### src/rtl/uart_pkg.sv
// Shared UART constants and the FIFO status bundle consumed by the CSR block.
package uart_pkg;

  localparam int unsigned UART_DATA_WIDTH          = 8;
  localparam int unsigned UART_FIFO_ADDR_WIDTH     = 9;
  localparam int unsigned UART_FIFO_DEPTH          = 2 ** UART_FIFO_ADDR_WIDTH;
  localparam int unsigned UART_FIFO_AFULL_THRESH   = UART_FIFO_DEPTH - 4;
  localparam int unsigned UART_FIFO_AEMPTY_THRESH  = 4;

  typedef struct packed {
    logic full;
    logic empty;
    logic almost_full;
    logic almost_empty;
    logic overflow;
    logic underflow;
  } fifo_status_t;

endpackage

### src/rtl/uart_sync_fifo_if.sv
// Handshake/status bundle between the bus-side user (master) and the FIFO (slave).
interface uart_sync_fifo_if #(
  parameter int unsigned DATA_WIDTH = 8,
  parameter int unsigned ADDR_WIDTH = 9
);

  logic                  wr_en;
  logic [DATA_WIDTH-1:0] wr_data;
  logic                  rd_en;
  logic                  flush;
  logic [DATA_WIDTH-1:0] rd_data;
  logic                  rd_valid;
  logic                  full;
  logic                  empty;
  logic                  almost_full;
  logic                  almost_empty;
  logic [ADDR_WIDTH:0]   count;
  logic                  overflow;
  logic                  underflow;

  modport master (
    output wr_en, wr_data, rd_en, flush,
    input  rd_data, rd_valid, full, empty, almost_full, almost_empty, count, overflow, underflow
  );

  modport slave (
    input  wr_en, wr_data, rd_en, flush,
    output rd_data, rd_valid, full, empty, almost_full, almost_empty, count, overflow, underflow
  );

endinterface

### src/rtl/uart_fifo_ram.sv
// Simple dual-port RAM with a registered, resettable read port.
module uart_fifo_ram #(
  parameter int unsigned DATA_WIDTH = 8,
  parameter int unsigned ADDR_WIDTH = 9
) (
  input  logic                  clk,
  input  logic                  rst_n,
  input  logic                  i_we,
  input  logic [ADDR_WIDTH-1:0] i_waddr,
  input  logic [DATA_WIDTH-1:0] i_wdata,
  input  logic                  i_re,
  input  logic [ADDR_WIDTH-1:0] i_raddr,
  output logic [DATA_WIDTH-1:0] o_rdata
);

  logic [DATA_WIDTH-1:0] r_mem [2**ADDR_WIDTH];
  logic [DATA_WIDTH-1:0] r_rdata;

  // Storage is intentionally not reset.
  always_ff @(posedge clk) begin
    if (i_we) r_mem[i_waddr] <= i_wdata;
  end

  always_ff @(posedge clk or negedge rst_n) begin
    if (!rst_n) begin
      r_rdata <= '0;
    end else if (i_re) begin
      r_rdata <= r_mem[i_raddr];
    end
  end

  assign o_rdata = r_rdata;

endmodule

### src/rtl/uart_sync_fifo.sv
// Single-clock UART FIFO: pointers, occupancy, threshold flags, sticky errors, flush.
module uart_sync_fifo
  import uart_pkg::*;
#(
  parameter int unsigned DATA_WIDTH    = UART_DATA_WIDTH,
  parameter int unsigned ADDR_WIDTH    = UART_FIFO_ADDR_WIDTH,
  parameter int unsigned AFULL_THRESH  = (2 ** ADDR_WIDTH) - 4,
  parameter int unsigned AEMPTY_THRESH = UART_FIFO_AEMPTY_THRESH
) (
  input logic             clk,
  input logic             rst_n,
  uart_sync_fifo_if.slave bus
);

  localparam int unsigned DEPTH = 2 ** ADDR_WIDTH;
  localparam logic [ADDR_WIDTH:0]   CNT_DEPTH  = (ADDR_WIDTH + 1)'(DEPTH);
  localparam logic [ADDR_WIDTH:0]   CNT_AFULL  = (ADDR_WIDTH + 1)'(AFULL_THRESH);
  localparam logic [ADDR_WIDTH:0]   CNT_AEMPTY = (ADDR_WIDTH + 1)'(AEMPTY_THRESH);
  localparam logic [ADDR_WIDTH:0]   CNT_ONE    = 1;
  localparam logic [ADDR_WIDTH-1:0] PTR_ONE    = 1;

  if (ADDR_WIDTH < 1 || ADDR_WIDTH > 12) begin : g_bad_addr_width
    $error("uart_sync_fifo: ADDR_WIDTH must be in 1..12");
  end
  if (AFULL_THRESH < 1 || AFULL_THRESH > DEPTH) begin : g_bad_afull
    $error("uart_sync_fifo: AFULL_THRESH must be in 1..depth");
  end
  if (AEMPTY_THRESH > DEPTH - 1) begin : g_bad_aempty
    $error("uart_sync_fifo: AEMPTY_THRESH must be in 0..depth-1");
  end

  logic [ADDR_WIDTH-1:0] r_wr_ptr, w_wr_ptr_d;
  logic [ADDR_WIDTH-1:0] r_rd_ptr, w_rd_ptr_d;
  logic [ADDR_WIDTH:0]   r_count,  w_count_d;
  logic                  r_overflow, w_overflow_d;
  logic                  r_underflow, w_underflow_d;
  logic                  r_rd_valid;
  logic                  w_full, w_empty, w_wr_acc, w_rd_acc;
  fifo_status_t          w_status;

  assign w_full  = (r_count == CNT_DEPTH);
  assign w_empty = (r_count == '0);

  // Flush swallows same-cycle requests; full/empty block without pass/fall-through.
  assign w_wr_acc = !bus.flush && bus.wr_en && !w_full;
  assign w_rd_acc = !bus.flush && bus.rd_en && !w_empty;

  always_comb begin
    w_wr_ptr_d    = r_wr_ptr;
    w_rd_ptr_d    = r_rd_ptr;
    w_count_d     = r_count;
    w_overflow_d  = r_overflow;
    w_underflow_d = r_underflow;
    if (bus.flush) begin
      w_wr_ptr_d    = '0;
      w_rd_ptr_d    = '0;
      w_count_d     = '0;
      w_overflow_d  = 1'b0;
      w_underflow_d = 1'b0;
    end else begin
      if (w_wr_acc) w_wr_ptr_d = r_wr_ptr + PTR_ONE;
      if (w_rd_acc) w_rd_ptr_d = r_rd_ptr + PTR_ONE;
      case ({w_wr_acc, w_rd_acc})
        2'b10:   w_count_d = r_count + CNT_ONE;
        2'b01:   w_count_d = r_count - CNT_ONE;
        default: w_count_d = r_count;
      endcase
      if (bus.wr_en && w_full)  w_overflow_d  = 1'b1;
      if (bus.rd_en && w_empty) w_underflow_d = 1'b1;
    end
  end

  always_ff @(posedge clk or negedge rst_n) begin
    if (!rst_n) begin
      r_wr_ptr    <= '0;
      r_rd_ptr    <= '0;
      r_count     <= '0;
      r_overflow  <= 1'b0;
      r_underflow <= 1'b0;
      r_rd_valid  <= 1'b0;
    end else begin
      r_wr_ptr    <= w_wr_ptr_d;
      r_rd_ptr    <= w_rd_ptr_d;
      r_count     <= w_count_d;
      r_overflow  <= w_overflow_d;
      r_underflow <= w_underflow_d;
      r_rd_valid  <= w_rd_acc;
    end
  end

  uart_fifo_ram #(
    .DATA_WIDTH (DATA_WIDTH),
    .ADDR_WIDTH (ADDR_WIDTH)
  ) u_ram (
    .clk     (clk),
    .rst_n   (rst_n),
    .i_we    (w_wr_acc),
    .i_waddr (r_wr_ptr),
    .i_wdata (bus.wr_data),
    .i_re    (w_rd_acc),
    .i_raddr (r_rd_ptr),
    .o_rdata (bus.rd_data)
  );

  always_comb begin
    w_status              = '0;
    w_status.full         = w_full;
    w_status.empty        = w_empty;
    w_status.almost_full  = (r_count >= CNT_AFULL);
    w_status.almost_empty = (r_count <= CNT_AEMPTY);
    w_status.overflow     = r_overflow;
    w_status.underflow    = r_underflow;
  end

  assign bus.rd_valid     = r_rd_valid;
  assign bus.count        = r_count;
  assign bus.full         = w_status.full;
  assign bus.empty        = w_status.empty;
  assign bus.almost_full  = w_status.almost_full;
  assign bus.almost_empty = w_status.almost_empty;
  assign bus.overflow     = w_status.overflow;
  assign bus.underflow    = w_status.underflow;

endmodule

### src/flat_wrapper.sv
// flat-port wrapper written by rule: the top's interface ports become plain ports
module uart_sync_fifo_flat import uart_pkg::*;
#(
  parameter int unsigned DATA_WIDTH    = UART_DATA_WIDTH,
  parameter int unsigned ADDR_WIDTH    = UART_FIFO_ADDR_WIDTH,
  parameter int unsigned AFULL_THRESH  = (2 ** ADDR_WIDTH) - 4,
  parameter int unsigned AEMPTY_THRESH = UART_FIFO_AEMPTY_THRESH
)
  (clk, rst_n, bus_wr_en, bus_wr_data, bus_rd_en, bus_flush, bus_rd_data, bus_rd_valid, bus_full, bus_empty, bus_almost_full, bus_almost_empty, bus_count, bus_overflow, bus_underflow);
  uart_sync_fifo_if #(.DATA_WIDTH(DATA_WIDTH), .ADDR_WIDTH(ADDR_WIDTH)) bus_i ();
  input logic clk;
  input logic rst_n;
  input wire logic [$bits(bus_i.wr_en)-1:0] bus_wr_en;
  input wire logic [$bits(bus_i.wr_data)-1:0] bus_wr_data;
  input wire logic [$bits(bus_i.rd_en)-1:0] bus_rd_en;
  input wire logic [$bits(bus_i.flush)-1:0] bus_flush;
  output wire logic [$bits(bus_i.rd_data)-1:0] bus_rd_data;
  output wire logic [$bits(bus_i.rd_valid)-1:0] bus_rd_valid;
  output wire logic [$bits(bus_i.full)-1:0] bus_full;
  output wire logic [$bits(bus_i.empty)-1:0] bus_empty;
  output wire logic [$bits(bus_i.almost_full)-1:0] bus_almost_full;
  output wire logic [$bits(bus_i.almost_empty)-1:0] bus_almost_empty;
  output wire logic [$bits(bus_i.count)-1:0] bus_count;
  output wire logic [$bits(bus_i.overflow)-1:0] bus_overflow;
  output wire logic [$bits(bus_i.underflow)-1:0] bus_underflow;
  assign bus_i.wr_en = bus_wr_en;
  assign bus_i.wr_data = bus_wr_data;
  assign bus_i.rd_en = bus_rd_en;
  assign bus_i.flush = bus_flush;
  assign bus_rd_data = bus_i.rd_data;
  assign bus_rd_valid = bus_i.rd_valid;
  assign bus_full = bus_i.full;
  assign bus_empty = bus_i.empty;
  assign bus_almost_full = bus_i.almost_full;
  assign bus_almost_empty = bus_i.almost_empty;
  assign bus_count = bus_i.count;
  assign bus_overflow = bus_i.overflow;
  assign bus_underflow = bus_i.underflow;
  uart_sync_fifo #(.DATA_WIDTH(DATA_WIDTH), .ADDR_WIDTH(ADDR_WIDTH), .AFULL_THRESH(AFULL_THRESH), .AEMPTY_THRESH(AEMPTY_THRESH)) u_core (.clk(clk), .rst_n(rst_n), .bus(bus_i));
endmodule
### config.mk
export PLATFORM = sky130hd
export DESIGN_NAME = uart_sync_fifo_flat
export DESIGN_NICKNAME = d
export VERILOG_FILES = /design/src/rtl/uart_pkg.sv /design/src/rtl/uart_sync_fifo_if.sv /design/src/rtl/uart_fifo_ram.sv /design/src/rtl/uart_sync_fifo.sv /design/src/flat_wrapper.sv
export SDC_FILE = /design/constraint.sdc
export NUM_CORES = 2
export LEC_CHECK = 0
export BUFFER_PORTS_ARGS = -buffer_cell sky130_fd_sc_hd__buf_2
export CORE_ASPECT_RATIO = 0.7
export CORE_UTILIZATION = 35
export CTS_CLUSTER_DIAMETER = 150
export CTS_CLUSTER_SIZE = 10
export DETAILED_ROUTE_END_ITERATION = 6
export PLACE_DENSITY = 0.49
export SYNTH_ARGS = -nofsm -noshare
export SYNTH_HDL_FRONTEND = slang
export SYNTH_SLANG_ARGS = --single-unit
### constraint.sdc
create_clock -name clk -period 3.78 [get_ports clk]
set_input_delay 0.189 -clock clk [delete_from_list [all_inputs] [get_ports clk]]
set_output_delay 0.189 -clock clk [all_outputs]
set_load 0.005 [all_outputs]
==> summary.txt <==
Initial Util = 35.1%
overall die height = 572 microns
Final nets = 9,194
H-tree Lvls = 5
vias in the first global route = 87,200
mean post-synth cell area = 20.4 sq um
kind of critical path = reg -> reg
GP Congestion = 0.906
EDFF count, synth = 4,096
Slew @ Worst Pin = 1.47 ns
count leader, synth = edfxtp_1
synth cell count leaders = edfxtp_1, mux4_2, nor2_1, mux2i_1, clkbuf_1
# DRC = 20
share of the synthesized area in the top cell type = 75.6%
count of cell types in the netlist = 88
crit-path cells = buf_12, buf_4, and2_1, o221ai_1, a21oi_1, nor3_2, buf_4, a21oi_1, a211oi_1, o31a_1
critical path data arrival time = 4.73 ns
FF+latch count, synth = 4,135
worst relative slew slack = 1.53%
crit path max fanout = 25
first-pass GRT wire length = 755,000 microns
Yosys warnings = 0
clk buf depth = 4
Main synth FF type = edfxtp_1
Mapped Nets = 7,987
die width = 817 microns
Antenna Violating Nets Remaining = 0
Setup violations, final = 3
HP Class = in -> reg
minimum clock period = 3.86 ns
Fin. Hold Viols = 0
fmax = 0.259 GHz
row count = 209
register area share after synthesis = 76.2%
I/O Buffers = 37
Post-Syn Area = 163,000 sq um
final worst-path cycle share = 102%
HPWL Detailed = 371,000 microns
critical path's top delay family = compound AO/OA/AOI/OAI gates
CTS Sinks = 4,135
Area contributors post-synth = edfxtp_1, mux4_2, mux2i_1
Multi-input gate area = 35,700 sq um
maxcap violations = 0
io pins = 38
dpl cells = 14,800
Die ar. = 468,000 sq um
GRT Util Overall = 23.3%
RSZ-0062 raised after global routing = true
Routed wire per std cell = 36.2 microns
Clk Latency, worst-skew pair = 1.00 ns
area leader, netlist = edfxtp_1
total gr overflow = 0
Num CTS Buffers = 456
slowest CP cell = a21oi_1
largest net degree at the start of global routing = 151
initial antenna violation count = 69
crit end category = register
Worst Path Required = 4.65 ns
Vias per Instance = 5.86
Area Growth Syn to Fin = 17.4%
DRT iter0 DRCs = 14,100
Layout Skew = 0.0710 ns
leakage = 59.9 nW
Tot Pwr = 115 mW
Vias = 90,200
fillers = 40,600
Async SR Flop Fraction = 0.943%
share of post-route cells with drive strength above 1 = 28.5%
CORE AREA = 463,000 sq um
CTS tree = yes
status = finished, violations left
clk slew on worst S/H paths = 0.06 ns
clock root buffer = clkbuf_16
CP peak stage delay = 0.83 ns
register area = 124,000 sq um
Setup Buffers After CTS = 0
violated checks = design-rule violations, negative setup slack
drt total wl = 557,000 microns
Final WS setup = -0.0829 ns
PwrDens = 603 nW/um^2
Buf+Inv Stages, Crit Path = 3
startpoint types = register
Peak VDD IR = 0.433 mV
final slew viol count = 0
Non-Filler Instances = 15,400
TritonRoute pass-1 iters = 7
Syn Inst Count = 7,966
-- flip-flops by register name (all words and copies together) (netlist names) --
signal	cells
u_core.u_ram.o_rdata	8
u_core.bus.underflow	1
u_core.r_rd_ptr	9
u_core.bus.overflow	1
u_core.bus.count	10
u_core.u_ram.r_mem	4096
u_core.r_wr_ptr	9
u_core.bus.rd_valid	1
-- path summary, 6_finish.rpt --
kind	from	endpoint	slack (ns)	cells after the start
worst max-delay path	u_core.r_rd_ptr[4]	u_core.u_ram.o_rdata[7]	-0.08	10
worst min-delay path	bus_wr_en	u_core.bus.overflow	0.11	4
worst max register to register	u_core.r_rd_ptr[4]	u_core.u_ram.o_rdata[7]	-0.08	10
worst min register to register	u_core.bus.overflow	u_core.bus.overflow	0.51	2
max in group asynchronous	rst_n	u_core.bus.count[0]	2.59	4
min in group asynchronous	rst_n	u_core.bus.count[1]	0.44	4
-- metal layers --
layer | global-route usage, % | share of wire (%) | up-vias
li1 | - | - | 35400
met5 | 0.509 | 0.072 | -
met2 | 31.3 | 40 | 5127
met1 | 37.0 | 45 | 49000
met4 | 5.00 | 2.3 | 14
met3 | 6.89 | 12 | 698
-- tightest hold or removal path: cells and delay by family --
kind / cells / cell delay, ns
compound gates: 1 / 0.07
buf+inv: 2 / 0.68
simple gates: 1 / 0.08
-- through the flow --
step                      setup slack [ns]  cell area (sq um)  hold WS [ns]  setup TNS, ns  util [%]
after floorplan                      0.946             163000        -0.107              0         -
after global placement              -0.750             178000        0.0746          -3.35      38.5
after detailed placement            -0.692             178000        0.0803          -3.14      38.5
after CTS                          0.00244             191000        0.0273              0      41.2
after global routing               -0.0347             191000        0.0939        -0.0422      41.2
final                              -0.0829             191000         0.109         -0.158      41.3
-- logic make-up (layout without fill, tap and decap cells) --
logic type,count (synthesis),after routing,share of synthesized area (%)
fa+ha+maj,8,8,0.0615
simple gates,1062,1062,2.83
flops,4135,4135,76.2
xor+xnor,19,19,0.102
compound gates,827,827,3.63
buf+inv,532,1843,2.19
other cells,0,10,0
mux,1383,1383,15.0
-- final cells by class --
cell class	instances	share of cell area [%]
Multi-Input combinational cell	3299	18.7
Tap cell	6119	4.01
Sequential cell	4135	64.9
Clock inverter	14	0.0917
Antenna cell	10	0.0131
Timing Repair Buffer	1264	5.95
Inverter	17	0.0426
Clock buffer	548	6.25
-- cells in the final DEF, fill, tap and decap left out, types with 16 or more instances in the layout --
cell type / synthesis / routed
o221ai_1: 106 / 101
o22ai_1: 83 / 81
nand3_1: 62 / 50
o211ai_1: 19 / 19
a221oi_1: 60 / 60
a221o_1: 18 / 18
nand2b_1: 19 / 16
buf_2: 112 / 29
clkbuf_16: 0 / 464
nand2_1: 160 / 158
mux4_2: 774 / 774
a211oi_1: 48 / 47
nor3_1: 56 / 51
o21ai_0: 104 / 98
nor2_1: 622 / 615
a21oi_1: 136 / 130
buf_4: 45 / 1062
buf_12: 14 / 145
and2_1: 20 / 18
clkbuf_1: 197 / 84
a31oi_1: 31 / 31
mux2_2: 42 / 42
dfrtp_1: 39 / 31
a22oi_1: 91 / 91
mux4_1: 48 / 48
mux2i_1: 519 / 517
dlygate4sd3_1: 0 / 17
nand4_1: 20 / 20
nor2b_1: 24 / 17
edfxtp_1: 4096 / 4096
-- power breakdown --
group          internal (mW)  total (mW)  switching (mW)
clock                   21.8        39.1            17.3
sequential              50.5        50.7           0.153
combinational           11.2        25.4            14.2
-- timing repair --
| item | in CTS | in global routing |
|---|---|---|
| hold buffers | 17 | 0 |
| setup endpoints to repair | 7 | 8 |
| hold endpoints to repair | 878 | 0 |
| pin swaps | 0 | 4 |
| resized for setup | 31 | 23 |
(Power assumes the default switching activity.)
